**src/rtl/multicycle_controller_if.sv**
```systemverilog
// Control bundle between the multicycle controller (master) and the datapath (slave):
// instruction fields and status in, mux selects, write enables and memory handshake out.
interface multicycle_controller_if;
    logic [6:0] op;
    logic [2:0] funct3;
    logic       funct7_5;
    logic       Zero;
    logic       mem_ready;

    logic       mem_req;
    logic       AdrSrc;
    logic       IRWrite;
    logic       PCWrite;
    logic       MemWrite;
    logic       RegWrite;
    logic [1:0] ALUSrcA;
    logic [1:0] ALUSrcB;
    logic [1:0] ResultSrc;
    logic [1:0] ImmSrc;
    logic [2:0] ALUControl;
    logic       illegal_op;
    logic       instr_done;

    modport master (
        input  op, funct3, funct7_5, Zero, mem_ready,
        output mem_req, AdrSrc, IRWrite, PCWrite, MemWrite, RegWrite,
               ALUSrcA, ALUSrcB, ResultSrc, ImmSrc, ALUControl, illegal_op, instr_done
    );

    modport slave (
        output op, funct3, funct7_5, Zero, mem_ready,
        input  mem_req, AdrSrc, IRWrite, PCWrite, MemWrite, RegWrite,
               ALUSrcA, ALUSrcB, ResultSrc, ImmSrc, ALUControl, illegal_op, instr_done
    );
endinterface

```
**src/rtl/multicycle_controller.sv**
```systemverilog
// Moore control FSM for the shared-memory, single-ALU multicycle RISC-V datapath
// (lw, sw, R-type, I-type, beq, jal); one instruction takes 3-5 states plus memory waits.
module multicycle_controller #(
    parameter bit MEM_WAIT = 1'b1
) (
    input  logic                   clk,
    input  logic                   rst_n,
    multicycle_controller_if.master bus
);

    localparam int unsigned OP_W  = 7;
    localparam int unsigned F3_W  = 3;
    localparam int unsigned SEL_W = 2;
    localparam int unsigned ALU_W = 3;

    localparam logic [OP_W-1:0] OP_LOAD  = 7'b0000011;
    localparam logic [OP_W-1:0] OP_STORE = 7'b0100011;
    localparam logic [OP_W-1:0] OP_RTYPE = 7'b0110011;
    localparam logic [OP_W-1:0] OP_ITYPE = 7'b0010011;
    localparam logic [OP_W-1:0] OP_BEQ   = 7'b1100011;
    localparam logic [OP_W-1:0] OP_JAL   = 7'b1101111;

    localparam logic [ALU_W-1:0] ALU_ADD = 3'b000;
    localparam logic [ALU_W-1:0] ALU_SUB = 3'b001;
    localparam logic [ALU_W-1:0] ALU_AND = 3'b010;
    localparam logic [ALU_W-1:0] ALU_OR  = 3'b011;
    localparam logic [ALU_W-1:0] ALU_SLT = 3'b101;

    localparam logic [SEL_W-1:0] SRCA_PC     = 2'b00;
    localparam logic [SEL_W-1:0] SRCA_OLDPC  = 2'b01;
    localparam logic [SEL_W-1:0] SRCA_RS1    = 2'b10;
    localparam logic [SEL_W-1:0] SRCB_RS2    = 2'b00;
    localparam logic [SEL_W-1:0] SRCB_IMM    = 2'b01;
    localparam logic [SEL_W-1:0] SRCB_FOUR   = 2'b10;
    localparam logic [SEL_W-1:0] RES_ALUOUT  = 2'b00;
    localparam logic [SEL_W-1:0] RES_DATA    = 2'b01;
    localparam logic [SEL_W-1:0] RES_ALURES  = 2'b10;
    localparam logic [SEL_W-1:0] IMM_I       = 2'b00;
    localparam logic [SEL_W-1:0] IMM_S       = 2'b01;
    localparam logic [SEL_W-1:0] IMM_B       = 2'b10;
    localparam logic [SEL_W-1:0] IMM_J       = 2'b11;

    typedef enum logic [3:0] {
        S_FETCH,
        S_DECODE,
        S_MEMADR,
        S_MEMREAD,
        S_MEMWB,
        S_MEMWRITE,
        S_EXECR,
        S_EXECI,
        S_ALUWB,
        S_BEQ,
        S_JAL,
        S_ILLEGAL
    } state_t;

    state_t state;
    state_t state_nxt;

    logic              ready;
    logic              mem_req_c;
    logic              adr_src_c;
    logic              ir_write_c;
    logic              pc_write_c;
    logic              mem_write_c;
    logic              reg_write_c;
    logic              illegal_c;
    logic              done_c;
    logic [SEL_W-1:0]  src_a_c;
    logic [SEL_W-1:0]  src_b_c;
    logic [SEL_W-1:0]  result_src_c;
    logic [SEL_W-1:0]  imm_src_c;
    logic [ALU_W-1:0]  alu_ctrl_c;

    // With MEM_WAIT cleared the memory is assumed to complete every access in one cycle.
    assign ready = !MEM_WAIT || bus.mem_ready;

    // funct3/funct7 ALU decode; subtraction only for R-type (op[5]=1) with funct7_5 set.
    function automatic logic [ALU_W-1:0] alu_funct(input logic            op5,
                                                   input logic [F3_W-1:0] f3,
                                                   input logic            f7_5);
        logic [ALU_W-1:0] ctrl;
        case (f3)
            3'b000:  ctrl = (op5 && f7_5) ? ALU_SUB : ALU_ADD;
            3'b010:  ctrl = ALU_SLT;
            3'b110:  ctrl = ALU_OR;
            3'b111:  ctrl = ALU_AND;
            default: ctrl = ALU_ADD;
        endcase
        return ctrl;
    endfunction

    always_ff @(posedge clk or negedge rst_n) begin
        if (!rst_n) begin
            state <= S_FETCH;
        end else begin
            state <= state_nxt;
        end
    end

    // Next-state and per-state control decode.
    always_comb begin
        state_nxt    = state;
        mem_req_c    = 1'b0;
        adr_src_c    = 1'b0;
        ir_write_c   = 1'b0;
        pc_write_c   = 1'b0;
        mem_write_c  = 1'b0;
        reg_write_c  = 1'b0;
        illegal_c    = 1'b0;
        done_c       = 1'b0;
        src_a_c      = SRCA_PC;
        src_b_c      = SRCB_RS2;
        result_src_c = RES_ALUOUT;
        alu_ctrl_c   = ALU_ADD;

        case (state)
            S_FETCH: begin
                mem_req_c    = 1'b1;
                src_a_c      = SRCA_PC;
                src_b_c      = SRCB_FOUR;
                result_src_c = RES_ALURES;
                ir_write_c   = ready;
                pc_write_c   = ready;
                if (ready) begin
                    state_nxt = S_DECODE;
                end
            end
            S_DECODE: begin
                src_a_c = SRCA_OLDPC;
                src_b_c = SRCB_IMM;
                case (bus.op)
                    OP_LOAD,
                    OP_STORE: state_nxt = S_MEMADR;
                    OP_RTYPE: state_nxt = S_EXECR;
                    OP_ITYPE: state_nxt = S_EXECI;
                    OP_BEQ:   state_nxt = S_BEQ;
                    OP_JAL:   state_nxt = S_JAL;
                    default:  state_nxt = S_ILLEGAL;
                endcase
            end
            S_MEMADR: begin
                src_a_c   = SRCA_RS1;
                src_b_c   = SRCB_IMM;
                state_nxt = bus.op[5] ? S_MEMWRITE : S_MEMREAD;
            end
            S_MEMREAD: begin
                mem_req_c    = 1'b1;
                adr_src_c    = 1'b1;
                result_src_c = RES_ALUOUT;
                if (ready) begin
                    state_nxt = S_MEMWB;
                end
            end
            S_MEMWB: begin
                result_src_c = RES_DATA;
                reg_write_c  = 1'b1;
                done_c       = 1'b1;
                state_nxt    = S_FETCH;
            end
            S_MEMWRITE: begin
                mem_req_c   = 1'b1;
                adr_src_c   = 1'b1;
                mem_write_c = ready;
                done_c      = ready;
                if (ready) begin
                    state_nxt = S_FETCH;
                end
            end
            S_EXECR: begin
                src_a_c    = SRCA_RS1;
                src_b_c    = SRCB_RS2;
                alu_ctrl_c = alu_funct(bus.op[5], bus.funct3, bus.funct7_5);
                state_nxt  = S_ALUWB;
            end
            S_EXECI: begin
                src_a_c    = SRCA_RS1;
                src_b_c    = SRCB_IMM;
                alu_ctrl_c = alu_funct(bus.op[5], bus.funct3, bus.funct7_5);
                state_nxt  = S_ALUWB;
            end
            S_ALUWB: begin
                result_src_c = RES_ALUOUT;
                reg_write_c  = 1'b1;
                done_c       = 1'b1;
                state_nxt    = S_FETCH;
            end
            S_BEQ: begin
                src_a_c      = SRCA_RS1;
                src_b_c      = SRCB_RS2;
                alu_ctrl_c   = ALU_SUB;
                result_src_c = RES_ALUOUT;
                pc_write_c   = bus.Zero;
                done_c       = 1'b1;
                state_nxt    = S_FETCH;
            end
            S_JAL: begin
                // PC <= branch target computed in DECODE; rd gets OldPC+4 in ALUWB.
                src_a_c      = SRCA_OLDPC;
                src_b_c      = SRCB_FOUR;
                alu_ctrl_c   = ALU_ADD;
                result_src_c = RES_ALUOUT;
                pc_write_c   = 1'b1;
                state_nxt    = S_ALUWB;
            end
            S_ILLEGAL: begin
                illegal_c = 1'b1;
                done_c    = 1'b1;
                state_nxt = S_FETCH;
            end
            default: begin
                state_nxt = S_FETCH;
            end
        endcase
    end

    // Immediate format follows the opcode directly, independent of state.
    always_comb begin
        imm_src_c = IMM_I;
        case (bus.op)
            OP_STORE: imm_src_c = IMM_S;
            OP_BEQ:   imm_src_c = IMM_B;
            OP_JAL:   imm_src_c = IMM_J;
            default:  imm_src_c = IMM_I;
        endcase
    end

    // Strobes are gated by rst_n so a pending access is dropped the moment reset asserts.
    assign bus.mem_req    = mem_req_c   & rst_n;
    assign bus.IRWrite    = ir_write_c  & rst_n;
    assign bus.PCWrite    = pc_write_c  & rst_n;
    assign bus.MemWrite   = mem_write_c & rst_n;
    assign bus.RegWrite   = reg_write_c & rst_n;
    assign bus.illegal_op = illegal_c   & rst_n;
    assign bus.instr_done = done_c      & rst_n;

    assign bus.AdrSrc     = adr_src_c;
    assign bus.ALUSrcA    = src_a_c;
    assign bus.ALUSrcB    = src_b_c;
    assign bus.ResultSrc  = result_src_c;
    assign bus.ALUControl = alu_ctrl_c;
    assign bus.ImmSrc     = imm_src_c;

endmodule

```
**src/flat_wrapper.sv**
```systemverilog
// flat-port wrapper written by rule: the top's interface ports become plain ports
module multicycle_controller_flat 
#(
    parameter bit MEM_WAIT = 1'b1
)
  (clk, rst_n, bus_op, bus_funct3, bus_funct7_5, bus_Zero, bus_mem_ready, bus_mem_req, bus_AdrSrc, bus_IRWrite, bus_PCWrite, bus_MemWrite, bus_RegWrite, bus_ALUSrcA, bus_ALUSrcB, bus_ResultSrc, bus_ImmSrc, bus_ALUControl, bus_illegal_op, bus_instr_done);
  multicycle_controller_if bus_i ();
  input  logic clk;
  input  logic rst_n;
  input wire logic [$bits(bus_i.op)-1:0] bus_op;
  input wire logic [$bits(bus_i.funct3)-1:0] bus_funct3;
  input wire logic [$bits(bus_i.funct7_5)-1:0] bus_funct7_5;
  input wire logic [$bits(bus_i.Zero)-1:0] bus_Zero;
  input wire logic [$bits(bus_i.mem_ready)-1:0] bus_mem_ready;
  output wire logic [$bits(bus_i.mem_req)-1:0] bus_mem_req;
  output wire logic [$bits(bus_i.AdrSrc)-1:0] bus_AdrSrc;
  output wire logic [$bits(bus_i.IRWrite)-1:0] bus_IRWrite;
  output wire logic [$bits(bus_i.PCWrite)-1:0] bus_PCWrite;
  output wire logic [$bits(bus_i.MemWrite)-1:0] bus_MemWrite;
  output wire logic [$bits(bus_i.RegWrite)-1:0] bus_RegWrite;
  output wire logic [$bits(bus_i.ALUSrcA)-1:0] bus_ALUSrcA;
  output wire logic [$bits(bus_i.ALUSrcB)-1:0] bus_ALUSrcB;
  output wire logic [$bits(bus_i.ResultSrc)-1:0] bus_ResultSrc;
  output wire logic [$bits(bus_i.ImmSrc)-1:0] bus_ImmSrc;
  output wire logic [$bits(bus_i.ALUControl)-1:0] bus_ALUControl;
  output wire logic [$bits(bus_i.illegal_op)-1:0] bus_illegal_op;
  output wire logic [$bits(bus_i.instr_done)-1:0] bus_instr_done;
  assign bus_i.op = bus_op;
  assign bus_i.funct3 = bus_funct3;
  assign bus_i.funct7_5 = bus_funct7_5;
  assign bus_i.Zero = bus_Zero;
  assign bus_i.mem_ready = bus_mem_ready;
  assign bus_mem_req = bus_i.mem_req;
  assign bus_AdrSrc = bus_i.AdrSrc;
  assign bus_IRWrite = bus_i.IRWrite;
  assign bus_PCWrite = bus_i.PCWrite;
  assign bus_MemWrite = bus_i.MemWrite;
  assign bus_RegWrite = bus_i.RegWrite;
  assign bus_ALUSrcA = bus_i.ALUSrcA;
  assign bus_ALUSrcB = bus_i.ALUSrcB;
  assign bus_ResultSrc = bus_i.ResultSrc;
  assign bus_ImmSrc = bus_i.ImmSrc;
  assign bus_ALUControl = bus_i.ALUControl;
  assign bus_illegal_op = bus_i.illegal_op;
  assign bus_instr_done = bus_i.instr_done;
  multicycle_controller #(.MEM_WAIT(MEM_WAIT)) u_core (.clk(clk), .rst_n(rst_n), .bus(bus_i));
endmodule
```
**config.mk**
```make
export PLATFORM = sky130hd
export DESIGN_NAME = multicycle_controller_flat
export DESIGN_NICKNAME = d
export VERILOG_FILES = /design/src/rtl/multicycle_controller_if.sv /design/src/rtl/multicycle_controller.sv /design/src/flat_wrapper.sv
export SDC_FILE = /design/constraint.sdc
export NUM_CORES = 1
export LEC_CHECK = 0
export ABC_AREA = 1
export BUFFER_PORTS_ARGS = -buffer_cell sky130_fd_sc_hd__buf_2
export CAP_MARGIN = 40
export CORE_AREA = 10 10 47 49
export DETAILED_ROUTE_END_ITERATION = 8
export DIE_AREA = 0 0 57 59
export HOLD_SLACK_MARGIN = 0.02
export PLACE_DENSITY = 0.78
export SLEW_MARGIN = 20
export SYNTH_ARGS = -nofsm -noshare
export SYNTH_HDL_FRONTEND = slang
export SYNTH_SLANG_ARGS = --single-unit
```
**constraint.sdc**
```tcl
create_clock -name clk -period 2.3 [get_ports clk]
set_input_delay 0.46 -clock clk [delete_from_list [all_inputs] [get_ports clk]]
set_output_delay 0.46 -clock clk [all_outputs]
set_load 0.005 [all_outputs]
```
==> results.yml, run 1 <==
die:
  io_pins: 34
  core-area_um2: 1400
  initial_core_util_pct: 39.7
  die_w_um: 57
  rows: 14
  dieArea_um2: 3360
  die_y_um: 59
sta:
  fin_skew_ns: 0.00167
  setup_viol: 0
  min_period_ns: 2.05
  fmax_mhz: 488
  fin_crit_sh_pct: 89.1
  finalMaxSlewViolations: 0
  worst_slew_pin_slew_ns: 0.303
  hold_viol_final: 0
  fin_hold_ws_ns: 0.494
  slew_headroom_pct: 79.8
  tns_ns: 0
  rsz0062_at_grt: "false"
setup_path:
  cp.buffers_inverters: 4
  cp.required_ns: 1.84
  cp.arrival_ns: 1.59
  path_cells: "dlygate4sd3_1 > buf_2 > inv_1 > nor3_1 > buf_2"
  cp-start-kind: "input pin"
  path_max_fanout: 7
  crit_top_cell: "buf_2"
  max_stage_delay_ns: 0.52
  cp_top_family: "buffers and inverters"
  endpoint_kind: "primary output"
  crit_type: "in -> out"
  crit_slowest_cell: "dlygate4sd3_1"
clock_tree:
  cts_tree: "built"
  htreeDepth: 1
  cts_sinks: 4
  clk_pin_slew_ns: 0.04
  root_buffer: "clkbuf_4"
  ctsResizeCount: 0
  clock_latency_ns: 0.23
  cts-buffers-inserted: 3
  cts_max_path_buffers: 2
layout:
  largest_register: "u_core.state"
  instances_no_fill: 148
  nFillCells: 150
  seq_area_um2: 100
  top_regs: "u_core.state: 4 flops"
  largest_register_ffs: 4
  drive_above_1_share_pct: 38.6
  area_growth_pct: 35.7
  multi_input_area_um2: 377
  diodes: 0
  num-nets-final: 149
logic_synthesis:
  yosysTopAreaCellShare_pct: 19.6
  ys_ff_latch: 4
  yosysWarnings: 0
  synth_ff_type: "dfrtp_1"
  synth_edf_count: 0
  yosysUniqueCellTypes: 24
  synth.largest_area_cell: "nand2_1"
  synth_common_cells: "29 x nand2_1, 12 x inv_1, 10 x nor2_1"
  async_flop_share_pct: 100
  ys_top_cells_by_area: "nand2_1 20%, dfrtp_1 18%, inv_1 8.1%, nor2_1 6.7%, nand3_1 5.4%"
  synth_most_common_cell: "nand2_1"
  syn_inst: 97
  syn_nets: 112
  synth.avg_cell_area_um2: 5.74
  syn-cell-area_um2: 557
  ys_seq_area_share_pct: 18.0
place:
  dpl.cell_count: 144
  hpwl_mm: 1.56
  place_congestion: 0.828
  io_buffers: 33
grt:
  grt_pass1_wl_mm: 2.95
  grt_max_degree: 9
  grt.overflow.total: 0
  first_global_vias: 725
  antenna_found_initial: 0
  gr-usage-all-layers_pct: 10.6
routing:
  drt_iter0_markers: 10
  wirelength_mm: 1.73
  ant_nets: 0
  viasPerCell: 4.91
  dr.max_layer_used: "met4"
  wl_per_cell_um: 11.7
  drtPass1Iterations: 3
  route.met2.wl_um: 900
  drc_errors: 0
  vias: 727
  wl_met1_um: 657
  route.met3.wl_um: 151
power_and_ir_drop:
  power_density_nw_per_um2: 1060
  ir_drop_mv: 0.449
  p_leak_nw: 0.457
flow_run:
  max_cap_viol_count: 0
worst_hold_path:
  hold_path_class: "in -> reg"
status:
  outcome: "finished, final reports clean"
[worst register-to-register path, stage by stage (launching register included)]
cell	delay, ns
dfrtp_1	0.51
inv_2	0.08
nand2_2	0.07
clkinv_2	0.09
nand3_2	0.10
nand2_2	0.06
o21ai_2	0.17
or2_1	0.13
nand2_1	0.05
[final timing paths]
check	start	end	slack, ns	cells after the start
max in group asynchronous	rst_n	u_core.state[1]$_DFFE_PN0P_	1.60	2
setup / recovery	rst_n	bus_illegal_op	0.25	5
min in group asynchronous	rst_n	u_core.state[3]$_DFFE_PN0P_	0.57	2
hold reg to reg	u_core.state[3]$_DFFE_PN0P_	u_core.state[0]$_DFFE_PN0P_	0.69	5
hold / removal	bus_mem_ready	u_core.state[2]$_DFFE_PN0P_	0.49	2
setup reg to reg	u_core.state[1]$_DFFE_PN0P_	u_core.state[0]$_DFFE_PN0P_	0.93	8
[layer usage]
metal  vias up  global-route usage [%]
met5         -                       0
met4         0                    6.71
met3         4                    4.51
met2        25                    19.4
met1       313                    9.44
li1        385                       -
[timing repair]
| item | 4_1_cts | 5_1_grt |
|---|---|---|
| endpoints found under the hold margin | 0 | 4 |
| buffers inserted | 0 | 0 |
| hold buffers | 0 | 1 |
[kinds of logic (layout without fill, tap and decap cells)]
kind of cell           Yosys count  count (layout)  share of synthesized area, %
buffers and inverters           18              53                          14.4
flip-flops                       4               4                          18.0
AO/OA/AOI/OAI                   13              13                          14.6
AND/OR/NAND/NOR                 62              62                          53.0
[where the power goes]
| part | switching [mW] | internal [mW] |
|---|---|---|
| combinational | 0.326 | 0.219 |
| clock | 0.0242 | 0.0581 |
| sequential | 0.0677 | 0.104 |
[cells in the final DEF, fill, tap and decap left out, types with 2 or more instances in the layout]
master,synthesis,routed
a31oi_1,3,3
buf_2,0,33
clkbuf_4,0,3
dfrtp_1,4,4
inv_1,12,12
inv_2,3,3
nand2_1,29,29
nand2_2,3,3
nand3_1,6,6
nand3_2,2,2
nor2_1,10,10
nor2_2,3,3
nor3_1,4,4
o211ai_1,2,2
o21ai_0,5,5
[layout make-up]
| type | instances | share of cell area (%) |
|---|---|---|
| Clock buffer | 3 | 2.98 |
| Inverter | 16 | 8.11 |
| Multi-Input combinational cell | 75 | 49.8 |
| Sequential cell | 4 | 13.2 |
| Tap cell | 16 | 2.65 |
| Timing Repair Buffer | 34 | 23.2 |
[through the flow]
step	utilization [%]	setup WS [ns]	power (mW)	instance area [um2]
final	53.9	0.251	0.800	756
after global routing	53.9	0.135	0.897	756
after CTS	53.2	0.343	0.813	746
after detailed placement	51.6	0.598	0.723	723
after global placement	51.6	0.652	0.709	723
after floorplan	-	0.790	0.549	557
(Power assumes the default switching activity.)
==> run 2, diff against run 1 <==
--- a/config.mk
+++ b/config.mk
@@ -13,6 +13,7 @@
 export DIE_AREA = 0 0 57 59
 export HOLD_SLACK_MARGIN = 0.02
 export PLACE_DENSITY = 0.78
+export SETUP_SLACK_MARGIN = 0.5
 export SLEW_MARGIN = 20
 export SYNTH_ARGS = -nofsm -noshare
 export SYNTH_HDL_FRONTEND = slang
==> run 2 against run 1 <==
  * Non-clock buffer count increased by 12
  * Worst hold slack got worse by 0.47 ns
  * Critical path depth grew 1
  * Critical path type is now reg -> out
  * Global-route usage is 2.0 points higher
  * Utilization increased by 13 points
==> results.yml, run 2 (synthesis results as in run 1) <==
status:
  outcome: "finished, final reports clean"
grt:
  grt_max_degree: 9
  grt_pass1_wl_mm: 3.42
  antenna_found_initial: 0
  gr-usage-all-layers_pct: 12.6
  grt.overflow.total: 0
  first_global_vias: 849
setup_path:
  rrSetupSlack_ns: 0.93
  cp.required_ns: 1.84
  path_max_fanout: 5
  reg2reg_to: "u_core.state[0]$_DFFE_PN0P_"
  endpoint_kind: "primary output"
  r2r_start: "u_core.state[1]$_DFFE_PN0P_"
  path_cells: "buf_6 > nand2_4 > inv_4 > nand3_2 > a31oi_1 > buf_2"
  crit_slowest_cell: "dfrtp_2"
  max_stage_delay_ns: 0.44
  r2r_cells: 7
  cp-start-kind: "register"
  crit_type: "reg -> out"
  cp.arrival_ns: 1.45
die:
  die_y_um: 59
  initial_core_util_pct: 39.7
  dieArea_um2: 3360
  io_pins: 34
  rows: 14
  die_w_um: 57
  core-area_um2: 1400
routing:
  vias: 855
  drc_errors: 0
  ant_nets: 0
  drt_iter0_markers: 28
  wl_per_cell_um: 14.9
  drtPass1Iterations: 4
  wirelength_mm: 2.38
  viasPerCell: 5.34
layout:
  mostFrequentLayoutCells: "32 x buf_2, 27 x nand2_1, 10 x buf_4"
  layout_commonest_cell: "buf_2"
  num-nets-final: 161
  largest_register: "u_core.state"
  largest_register_ffs: 4
  area_growth_pct: 68.3
  drive_above_1_share_pct: 52.8
  diodes: 0
  top_regs: "u_core.state: 4 flops"
sta:
  fin_skew_ns: 0.00153
  slew_headroom_pct: 86.4
  setup_viol: 0
  hold_viol_final: 0
  tns_ns: 0
  rsz0062_at_grt: "true"
  fmax_mhz: 523
  setup_ws_ns: 0.390
  min_period_ns: 1.91
  worst_slew_pin_slew_ns: 0.204
  fin_crit_sh_pct: 83.1
  finalMaxSlewViolations: 0
clock_tree:
  clock_latency_ns: 0.24
  root_buffer: "clkbuf_4"
  cts_max_path_buffers: 2
  cts-buffers-inserted: 3
  clk_pin_slew_ns: 0.04
  cts_tree: "built"
  htreeDepth: 1
  cts_sinks: 4
place:
  io_buffers: 33
  place_congestion: 0.828
  pre_cts_slack_ns: 0.598
  hpwl_mm: 1.56
worst_hold_path:
  hold_path_class: "in -> async"
power_and_ir_drop:
  p_leak_nw: 0.532
  power_density_nw_per_um2: 1250
  ir_drop_mv: 0.548
flow_run:
  max_cap_viol_count: 0
## run 2: cell types whose count changed in the layout (fill, tap and decap cells not counted), sizes merged
cell | previous run | this run
inv | 15 | 16
clkinv | 1 | 0
dlygate4sd3 | 1 | 0
buf | 33 | 46
## run 2: power breakdown
| group | leakage, nW | total (mW) | switching, mW | internal, mW |
|---|---|---|---|---|
| Sequential | 0.0471 | 0.178 | 0.0680 | 0.110 |
| Combinational | 0.471 | 0.907 | 0.501 | 0.407 |
| Clock | 0.0138 | 0.0879 | 0.0296 | 0.0584 |
| Total | 0.532 | 1.17 | 0.598 | 0.575 |
## run 2: layer usage
metal,wire length [um],global-route usage (%)
met3,223,4.29
met5,0,0
met1,837,10.4
met2,1220,22.9
met4,97,11.7
## run 2: metrics by stage
stage                     power (mW)  area, um2  hold slack [ns]  utilization, %  cells
final                           1.17        937           0.0251            66.9    160
after floorplan                0.549        557            0.164               -     97
after CTS                       1.00        857           0.0249            61.2    156
after global routing            1.27        937           0.0209            66.9    160
after global placement         0.709        723            0.272            51.6    144
after detailed placement       0.723        723            0.275            51.6    144
## run 2: worst max-delay path by stage
stage | startpoint | endpoint | slack, ns | depth (start not counted)
after global routing | u_core.state[0]$_DFFE_PN0P_ | bus_PCWrite | 0.32 | 8
after CTS | u_core.state[2]$_DFFE_PN0P_ | bus_mem_req | 0.50 | 5
after detailed placement | u_core.state[2]$_DFFE_PN0P_ | bus_PCWrite | 0.60 | 8
after floorplan | u_core.state[2]$_DFFE_PN0P_ | bus_PCWrite | 0.79 | 7
final | u_core.state[0]$_DFFE_PN0P_ | bus_mem_req | 0.39 | 6
after global placement | u_core.state[2]$_DFFE_PN0P_ | bus_PCWrite | 0.65 | 8
## run 2: timing repair
action / CTS / global route
setup buffers: 9 / 4
gates resized for setup: 12 / 13
pin swaps: 3 / 5
cloned: 0 / 0
hold buffers: 0 / 0
endpoints found under the setup margin: 6 / 13
## run 2: critical path: cells and delay by family, from the launching register on
family	cells	cell delay, ns
DFF	1	0.44
AOI/OAI and AO/OA	1	0.24
buffers and inverters	3	0.35
and+or+nand+nor	2	0.17
## run 2: cell type report
class	instances	area [um2]
clock buffers	3	22.5
fillers	119	464
inverters	16	62.6
multi-input cells	75	439
flip-flops and latches	4	104
well taps	16	20.0
repair buffers	46	289
